[config.mk]
export PLATFORM = sky130hd
export DESIGN_NAME = posit_decoder_param
export DESIGN_NICKNAME = d
export VERILOG_FILES = /design/src/rtl/posit_decoder_param_pkg.sv /design/src/rtl/posit_regime_scan.sv /design/src/rtl/posit_decoder_param.sv
export SDC_FILE = /design/constraint.sdc
export NUM_CORES = 1
export LEC_CHECK = 0
export ABC_AREA = 1
export BUFFER_PORTS_ARGS = -buffer_cell sky130_fd_sc_hd__buf_2
export CAP_MARGIN = 20
export CORE_MARGIN = 10
export CORE_UTILIZATION = 42
export CTS_BUF_LIST = sky130_fd_sc_hd__clkbuf_8 sky130_fd_sc_hd__clkbuf_16
export CTS_CLUSTER_SIZE = 12
export DETAILED_ROUTE_END_ITERATION = 10
export SLEW_MARGIN = 20
export SYNTH_ARGS = -nofsm -noshare
export SYNTH_HDL_FRONTEND = slang
export SYNTH_SLANG_ARGS = --single-unit
[constraint.sdc]
create_clock -name clk -period 5.56 [get_ports clk]
set_clock_uncertainty 0.15 [all_clocks]
set_input_delay 0.556 -clock clk [delete_from_list [all_inputs] [get_ports clk]]
set_output_delay 0.556 -clock clk [all_outputs]
set_load 0.005 [all_outputs]
[src/rtl/posit_decoder_param_pkg.sv]
// Shared definitions for the posit decoder: FSM states and width helpers.
package posit_decoder_param_pkg;

  typedef enum logic [2:0] {
    S_IDLE,
    S_LOAD,
    S_SCAN,
    S_EXTRACT,
    S_DONE
  } state_e;

  // Width of the signed regime value k.
  function automatic int kw_of(input int n);
    return $clog2(n) + 1;
  endfunction

  // Width of the run-length counter m (holds up to n-1).
  function automatic int mw_of(input int n);
    return $clog2(n);
  endfunction

  // exp_value keeps one bit when ES=0 so the port never collapses to zero width.
  function automatic int ew_of(input int es);
    return (es > 0) ? es : 1;
  endfunction

endpackage

[src/rtl/posit_regime_scan.sv]
// Regime run-length finder. Serial one-bit-per-cycle counter by default;
// POSIT_DEC_FAST_LZC_EN swaps in a single-cycle combinational leading-run counter.
module posit_regime_scan
  import posit_decoder_param_pkg::*;
#(
  parameter  int N  = 32,
  localparam int MW = mw_of(N)
) (
  input  logic          clk,
  input  logic          rst,
  input  logic [N-2:0]  word,
  input  logic          start_scan,
  input  logic          scan_en,
  output logic [MW-1:0] m,
  output logic          run_bit,
  output logic          scan_done
);

  assign run_bit = word[N-2];

`ifdef POSIT_DEC_FAST_LZC_EN
  logic [MW-1:0] len;
  logic          in_run;

  always_comb begin
    len    = '0;
    in_run = 1'b1;
    for (int i = N - 2; i >= 0; i--) begin
      if (in_run && (word[i] == run_bit)) len = len + MW'(1);
      else                                in_run = 1'b0;
    end
  end

  assign m         = len;
  assign scan_done = scan_en;
`else
  logic [MW-1:0] cnt_q, cnt_d;
  logic [MW-1:0] idx;
  logic          cur_bit;

  // cnt_q bits of the run are already counted; look at the next one down.
  assign idx       = MW'(N - 2) - cnt_q;
  assign cur_bit   = (cnt_q == MW'(N - 1)) ? run_bit : word[idx];
  assign scan_done = scan_en && ((cnt_q == MW'(N - 1)) || (cur_bit != run_bit));

  always_comb begin
    cnt_d = cnt_q;
    if (start_scan)                  cnt_d = MW'(1);
    else if (scan_en && !scan_done)  cnt_d = cnt_q + MW'(1);
  end

  always_ff @(posedge clk) begin
    if (!rst) cnt_q <= '0;
    else      cnt_q <= cnt_d;
  end

  assign m = cnt_q;
`endif

endmodule

[src/rtl/posit_decoder_param.sv]
// Multi-cycle posit<N,ES> decoder with start/done/received handshake.
// Define POSIT_DEC_FAST_LZC_EN for a single-cycle regime scan.
module posit_decoder_param
  import posit_decoder_param_pkg::*;
#(
  parameter  int N  = 32,
  parameter  int ES = 3,
  localparam int KW = kw_of(N),
  localparam int EW = ew_of(ES)
) (
  input  logic                 clk,
  input  logic                 rst,
  input  logic [N-1:0]         posit_num,
  input  logic                 start,
  input  logic                 received,
  output logic                 sign,
  output logic                 done,
  output logic                 ZERO,
  output logic                 NAR,
  output logic signed [KW-1:0] k,
  output logic [EW-1:0]        exp_value,
  output logic [N-1:0]         mantissa
);

  localparam int MW = mw_of(N);
  localparam logic [N-1:0] NAR_PAT = {1'b1, {(N-1){1'b0}}};

  state_e        state_q, state_d;
  logic          armed_q, armed_d;
  logic [N-1:0]  word_q, word_d;
  logic [MW-1:0] m_q, m_d;
  logic          sign_q, sign_d, done_q, done_d, zero_q, zero_d, nar_q, nar_d;
  logic [KW-1:0] k_q, k_d;
  logic [EW-1:0] exp_q, exp_d;
  logic [N-1:0]  mant_q, mant_d;
  logic [N-1:0]  tail;

  logic [MW-1:0] scan_m;
  logic          scan_run, scan_done;

  posit_regime_scan #(.N(N)) u_scan (
    .clk       (clk),
    .rst       (rst),
    .word      (word_q[N-2:0]),
    .start_scan(state_q == S_LOAD),
    .scan_en   (state_q == S_SCAN),
    .m         (scan_m),
    .run_bit   (scan_run),
    .scan_done (scan_done)
  );

  always_comb begin
    state_d = state_q;
    armed_d = start ? armed_q : 1'b1;
    word_d  = word_q;
    m_d     = m_q;
    sign_d  = sign_q;
    done_d  = done_q;
    zero_d  = zero_q;
    nar_d   = nar_q;
    k_d     = k_q;
    exp_d   = exp_q;
    mant_d  = mant_q;
    tail    = '0;
    case (state_q)
      S_IDLE: begin
        if (start && armed_q) begin
          word_d  = posit_num;
          armed_d = 1'b0;
          state_d = S_LOAD;
        end
      end
      S_LOAD: begin
        sign_d = word_q[N-1];
        zero_d = (word_q == '0);
        nar_d  = (word_q == NAR_PAT);
        k_d    = '0;
        exp_d  = '0;
        mant_d = '0;
        if (zero_d || nar_d) begin
          done_d  = 1'b1;
          state_d = S_DONE;
        end else begin
          word_d  = word_q[N-1] ? (N'(0) - word_q) : word_q;
          state_d = S_SCAN;
        end
      end
      S_SCAN: begin
        if (scan_done) begin
          m_d     = scan_m;
          k_d     = scan_run ? ({1'b0, scan_m} - KW'(1)) : (KW'(0) - {1'b0, scan_m});
          state_d = S_EXTRACT;
        end
      end
      S_EXTRACT: begin
        // Drop sign, run and terminator; shifting past the word yields the zero fill.
        tail    = word_q << (int'(m_q) + 2);
        exp_d   = (ES > 0) ? EW'(tail >> (N - EW)) : '0;
        mant_d  = N'({1'b1, tail << ES} >> 1);
        done_d  = 1'b1;
        state_d = S_DONE;
      end
      S_DONE: begin
        if (received) begin
          done_d  = 1'b0;
          state_d = S_IDLE;
        end
      end
      default: state_d = S_IDLE;
    endcase
  end

  always_ff @(posedge clk) begin
    if (!rst) begin
      state_q <= S_IDLE;
      armed_q <= 1'b1;
      word_q  <= '0;
      m_q     <= '0;
      sign_q  <= 1'b0;
      done_q  <= 1'b0;
      zero_q  <= 1'b0;
      nar_q   <= 1'b0;
      k_q     <= '0;
      exp_q   <= '0;
      mant_q  <= '0;
    end else begin
      state_q <= state_d;
      armed_q <= armed_d;
      word_q  <= word_d;
      m_q     <= m_d;
      sign_q  <= sign_d;
      done_q  <= done_d;
      zero_q  <= zero_d;
      nar_q   <= nar_d;
      k_q     <= k_d;
      exp_q   <= exp_d;
      mant_q  <= mant_d;
    end
  end

  assign sign      = sign_q;
  assign done      = done_q;
  assign ZERO      = zero_q;
  assign NAR       = nar_q;
  assign k         = k_q;
  assign exp_value = exp_q;
  assign mantissa  = mant_q;

endmodule

* After elaboration in Yosys (flattened, before gate mapping)
Cells that the tools add are included.
** Word-level totals
- Register bits after elaboration :: 91
- Input bits :: 36
- Output and inout bits :: 45
- Logic and storage cells :: 81
** Operators by class
- Add/subtract/negate cells :: 6
- $lt $le $gt $ge :: 1
- Equality and inequality tests :: 13
- Shifts and indexed selects :: 1
- Muxes and demuxes :: 25
- Bitwise gates (word level) :: 1
- Reductions and logical operators :: 20
** Operator list (number)
- 32-bit one-hot mux with 2 select lines :: 2
- 32-bit 2-to-1 mux :: 3
- 32-bit equality test (second input constant) :: 1
- 32-bit zero test :: 1
- 32-bit by 6-bit left shift with 32-bit output :: 1
- 1-bit by 32-bit subtractor with 32-bit output (first input constant) :: 1
- 3-bit one-hot mux with 5 select lines :: 1
- 3-bit 2-to-1 mux :: 4
- 6-bit 2-to-1 mux :: 2
- 2-bit != test (second input constant) :: 6
- 6-bit one-hot mux with 2 select lines :: 1
- 1-bit 2-to-1 mux :: 9
- 3-bit AND reduction :: 3
- 2-bit nonzero test :: 4
- 5-bit by 2-bit adder with 6-bit output (second input constant) :: 1
- 3-bit by 2-bit equality test with 1-bit output (second input constant) :: 2
- 5-bit by 6-bit less-than comparator with 1-bit output (second input constant) :: 1
- 3-bit one-hot mux with 2 select lines :: 1
- 1-bit by 5-bit subtractor with 6-bit output (first input constant) :: 1
- 5-bit by 1-bit subtractor with 6-bit output (second input constant) :: 1
- 5-bit by 1-bit adder with 5-bit output (second input constant) :: 1
- 1-bit binary-select mux with 5-bit select :: 1
- 5-bit equality test (second input constant) :: 1
- 5-bit subtractor (first input constant) :: 1
- 13 further kinds :: 17

* Logic depth before layout (Yosys ltp)
- Word-level depth :: 11
- Mapped depth :: 15
- Gate-level depth less buffers :: 14

* Modules after synthesis
Synthesis repeated with hierarchy kept, for this count alone.
** Second synthesis, totals
- Cell total of the unflattened synthesis :: 1180
- Area, all modules :: 6764.0 um2
** By module, submodules not included
- posit_decoder_param :: instances 1, cells an instance 1052, area an instance 6015.8 um2, seq. area each 1681.6 um2
- posit_regime_scan :: instances 1, cells an instance 128, area an instance 748.2 um2, seq. area each 100.1 um2

* Worst setup path after synthesis
No wires, ideal clock.
- Path type :: register to register
- From :: register u_scan.cnt_q[0] (netlist: u_scan.m[0])
- To :: register k_q[0] (netlist: k[0])
- Library setup time :: 0.115 ns
- Arrival :: 2.112 ns
- Data required time :: 5.295 ns
- Slack :: 3.183 ns
- Stages on the path, launching flop included :: 14
- Buffers on the path :: 2
- Period minus slack after synthesis :: 2.377 ns
- Path through :: dfxtp_1 > inv_2 > buf_2 > ha_1 > or2_2 > nand3_1 > nand3_1 > nand3_1 > nand3_1 > nand3_1 > nand2_2 > buf_4 > a21oi_1 > nor2_1
** On the way
- Longest elaborated chain between the ends :: 9
** Ends and longest elaborated chain
- start, declared :: RTL line posit_regime_scan.sv:37 : logic [MW-1:0] cnt_q, cnt_d;
- start signal, assigned :: RTL line posit_regime_scan.sv:54 : else cnt_q <= cnt_d;
- 5-bit subtractor :: RTL line posit_regime_scan.sv:42 : assign idx = MW'(N - 2) - cnt_q;
- 1-bit binary-select mux with 5-bit select :: RTL line posit_regime_scan.sv:43 : assign cur_bit = (cnt_q == MW'(N - 1)) ? run_bit : word[idx];
- 1-bit 2-to-1 mux (implied by the code) :: RTL line posit_regime_scan.sv:43
- 1-bit 2-to-1 mux :: RTL line posit_regime_scan.sv:43
- 1-bit != test :: RTL line posit_regime_scan.sv:44 : assign scan_done = scan_en && ((cnt_q == MW'(N - 1)) || (cur_bit != run_bit));
- 1-bit logical OR :: RTL line posit_regime_scan.sv:44
- 1-bit logical AND :: RTL line posit_regime_scan.sv:44
- 2-bit != test (no source line)
- 2-bit AND reduction (no source line)
- end signal, assigned :: RTL line posit_decoder_param.sv:135 : k_q <= k_d;
- end, declared :: RTL line posit_decoder_param.sv:33 : logic [KW-1:0] k_q, k_d;
Parallel ways exist; a longest one is shown, timed or not. The select of a mux whose other input is x is not followed.
A chain may end at the register's enable or synchronous reset.

* Worst setup path after layout
- From :: register m_q[1]
- To :: register mant_q[30] (netlist: mantissa[30])
** On the way
- Longest elaborated chain between the ends :: 3
** Ends and longest elaborated chain
- start, declared :: RTL line posit_decoder_param.sv:31 : logic [MW-1:0] m_q, m_d;
- start signal, assigned :: RTL line posit_decoder_param.sv:130 : m_q <= m_d;
- 5-bit by 2-bit adder with 6-bit output :: RTL line posit_decoder_param.sv:97 : tail = word_q << (int'(m_q) + 2);
- 32-bit by 6-bit left shift with 32-bit output :: RTL line posit_decoder_param.sv:97
- 32-bit one-hot mux with 2 select lines :: RTL line posit_decoder_param.sv:65 : case (state_q)
- end signal, assigned :: RTL line posit_decoder_param.sv:137 : mant_q <= mant_d;
- end, declared :: RTL line posit_decoder_param.sv:35 : logic [N-1:0] mant_q, mant_d;
No other way between the ends. The select of a mux whose other input is x is not followed.

==> impl_table.tex <==
\begin{tabular}{lr}
\hline
Metric & Value \\
\hline
\multicolumn{2}{l}{\textbf{Run status}} \\
Result of the run & finished, final reports clean \\
\multicolumn{2}{l}{\textbf{Drt}} \\
Average wire length per cell after detail routing & 16.05 um \\
Total wire length & 20230 um \\
Vias & 6787 \\
Count of TritonRoute iterations in the first routing pass & 5 \\
Detail-routed via count per cell & 5.387 \\
Starting DRT DRC Count & 563 \\
\# DRC & 0 \\
Number of nets with antenna violations after routing & 0 \\
\multicolumn{2}{l}{\textbf{CTS}} \\
Root buf cell & sky130\_fd\_sc\_hd\_\_clkbuf\_16 \\
Number of buffers added by the clock tree synthesis step & 9 \\
Number of buffers added for setup after CTS & 0 \\
TritonCTS clock tree & yes \\
Clock latency on the worst-skew pair & 360 ps \\
Cts hold-fix bufs & 0 \\
H-tree levels & 3 \\
Clock sink total & 89 \\
Quantity of gates resized following cts & 0 \\
Clock slew at the register clock pins of the worst setup and hold paths & 70 ps \\
Buffers from clock root to sink, at most & 2 \\
\multicolumn{2}{l}{\textbf{STA}} \\
Highest achievable clock rate & 0.2828 GHz \\
Crit path time final & 3536 ps \\
Max\_slew headroom & 0.2693 \\
Setup ws final & 2024 ps \\
Transition time at the pin with the least slew margin & 1095 ps \\
Finish-stage setup viols & 0 \\
Setup TNS after final layout & 0 ps \\
RSZ-0062 raised after global routing & false \\
Final Max Tran Viols & 0 \\
Post-route clock period utilization & 0.6360 \\
Hold Fails Final Rpt & 0 \\
\multicolumn{2}{l}{\textbf{Power and ir drop}} \\
Power density over the cells & 601.4 nW/um\^{}2 \\
Peak VDD IR & 0.0002503 V \\
Leak pwr & 3.139 nW \\
\multicolumn{2}{l}{\textbf{Floorplan}} \\
Std-Cell Rows & 45 \\
Initial Util & 0.4262 \\
Die H & 143.7 um \\
Io pins & 81 \\
DIE AREA & 20660 sq um \\
Core footprint & 15090 sq um \\
Width of the die & 143.7 um \\
\multicolumn{2}{l}{\textbf{Place}} \\
Final GP Congestion & 0.9383 \\
Detailed Place HPWL & 14880 um \\
Count of port buffers added during placement & 78 \\
Worst setup slack after placement & 2071 ps \\
Number of cells after detailed placement & 1244 \\
\multicolumn{2}{l}{\textbf{Worst setup path}} \\
Setup crit start kind & flip-flop \\
Kind of critical path & reg -> reg \\
Worst-path maximum fanout & 36 \\
Arrival time at the worst endpoint & 3690 ps \\
Data required time of the worst path & 5710 ps \\
Nature of the critical path endpoint & flip-flop \\
\multicolumn{2}{l}{\textbf{Synth}} \\
Number of flops mapped to enable cells by yosys & 0 \\
Count of unique library cells instantiated by Yosys & 49 \\
Post-synthesis cell count & 1032 \\
Share of synthesized flip-flops with an asynchronous set or reset & 0 \\
Dominant register cell in the synthesized netlist & sky130\_fd\_sc\_hd\_\_dfxtp\_1 \\
Number of warnings reported in the yosys synthesis log & 0 \\
Cell area after synthesis & 6431 sq um \\
Number of storage elements in the synthesis netlist & 89 \\
Sequential area share after synthesis & 0.2770 \\
Average footprint of a synthesized cell & 6.232 sq um \\
\multicolumn{2}{l}{\textbf{Final layout}} \\
Count of placed standard cells in the final layout, fillers left out & 1260 \\
Layout net count & 1110 \\
Layout cells sized above 1 & 0.1455 \\
P\&R area growth vs syn & 11.15\% \\
Total inserted antenna cells & 0 \\
\multicolumn{2}{l}{\textbf{Global route}} \\
Number of antenna violations at the first check in global routing & 0 \\
Wire length of the first global-routing pass & 33180 um \\
Overflow left after global routing & 0 \\
Overall fraction of global-route tracks in use & 0.1983 \\
Pin count of the biggest net entering global routing & 54 \\
Via count of the first global-routing pass & 6317 \\
\multicolumn{2}{l}{\textbf{Flow run}} \\
Number of max-capacitance violations reported & 0 \\
\multicolumn{2}{l}{\textbf{Hold path}} \\
Hold Path Class & in -> reg \\
\hline
\end{tabular}
## layout by cell type, fill, tap and decap left out, drive strengths merged, types with 11 or more instances in the layout
cell type / count
nand2: 274
o21ai: 127
nor2: 107
dfxtp: 89
buf: 88
nand3: 83
a21oi: 81
inv: 81
o211ai: 16
mux2i: 13
or2: 12
nor3: 11
## area by class of cell
type,count,area (sq um)
fillers,1623,7941
multi-input cells,798,4031
flip-flops and latches,89,1782
repair buffers,88,465.4
inverters,81,305.3
clock buffers,10,239.0
well taps,188,235.2
clock inverters,6,90.09
## path summary, 6_finish.rpt
path	to	slack (ps)	startpoint	cells past startpoint
hold / removal	armed_q$_SDFF_PN1_	250	start	2
setup reg to reg	mantissa[30]$_SDFFE_PN0P_	2020	m_q[1]$_SDFFE_PN0P_	9
setup / recovery	mantissa[30]$_SDFFE_PN0P_	2020	m_q[1]$_SDFFE_PN0P_	9
hold reg to reg	mantissa[11]$_SDFFE_PN0P_	310	mantissa[11]$_SDFFE_PN0P_	2
## registers in the layout, indices dropped and copies added, names as in the netlist
name	flops
ZERO	1
sign	1
armed_q	1
m_q	5
u_scan.m	5
state_q	3
k	6
NAR	1
mantissa	30
exp_value	3
done	1
word_q	32
## stage by stage
| step | hold slack [ps] | cell area [sq um] | power (W) | utilization |
|---|---|---|---|---|
| 6_report | 250.1 | 7148 | 0.004299 | 0.4737 |
| 5_1_grt | 244.6 | 7148 | 0.004705 | 0.4737 |
| 4_1_cts | 245.3 | 7148 | 0.004296 | 0.4737 |
| 3_5_place_dp | 301.5 | 6819 | 0.003594 | 0.4519 |
| 3_3_place_gp | 292.6 | 6812 | 0.003581 | 0.4514 |
| 2_1_floorplan | 279.2 | 6435 | 0.003009 | - |
## report_power, final
part | internal, W | switching, W
Clock | 0.000409 | 0.000274
Sequential | 0.000816 | 0.000274
Combinational | 0.000816 | 0.00171
## worst max-delay path: stages, from the launching register on
cell                       delay (ps)
sky130_fd_sc_hd__dfxtp_1          860
sky130_fd_sc_hd__ha_1             870
sky130_fd_sc_hd__inv_1            580
sky130_fd_sc_hd__or2_2            430
sky130_fd_sc_hd__o21ai_0          110
sky130_fd_sc_hd__or2_1            160
sky130_fd_sc_hd__o211ai_1          80
sky130_fd_sc_hd__nand3_1          120
sky130_fd_sc_hd__nand2_1           60
sky130_fd_sc_hd__inv_1             60
## Yosys cell counts, drive strengths merged (3+ instances only)
master | count | share of area
a21oi | 81 | 0.067
a22o | 4 | 0.0054
a22oi | 10 | 0.012
a31oi | 6 | 0.0058
a32o | 5 | 0.0078
buf | 39 | 0.035
clkbuf | 26 | 0.015
clkinv | 3 | 0.0019
dfxtp | 89 | 0.28
ha | 7 | 0.014
inv | 78 | 0.046
mux2i | 13 | 0.020
nand2 | 274 | 0.16
nand3 | 83 | 0.069
nand3b | 7 | 0.0082
nand4 | 8 | 0.0078
nor2 | 107 | 0.071
nor3 | 11 | 0.013
nor4 | 4 | 0.0039
o211ai | 16 | 0.019
o21ai | 127 | 0.099
or2 | 12 | 0.012
xnor2 | 4 | 0.0054
xor2 | 7 | 0.0095
## per-layer routing
layer	track usage	vias to the layer above	part of all wire
met5	0	-	0
met4	0.04567	0	0.015
met3	0.04356	19	0.059
met2	0.3216	185	0.46
met1	0.2614	3081	0.47
li1	-	3502	-
## logic make-up (layout without fill, tap and decap cells)
logic type                 Yosys count  after routing  synth area share
other                                1              2         0.0005831
xor gates and xnor gates            11             11           0.01498
buffers and inverters              146            185           0.09786
and+or+nand+nor                    509            509            0.3502
adders and majority gates            7              7           0.01362
AOI/OAI and AO/OA                  256            256            0.2255
muxes                               13             13           0.02023
DFF                                 89             89            0.2770
No activity file was read; power rests on OpenSTA's default activity.
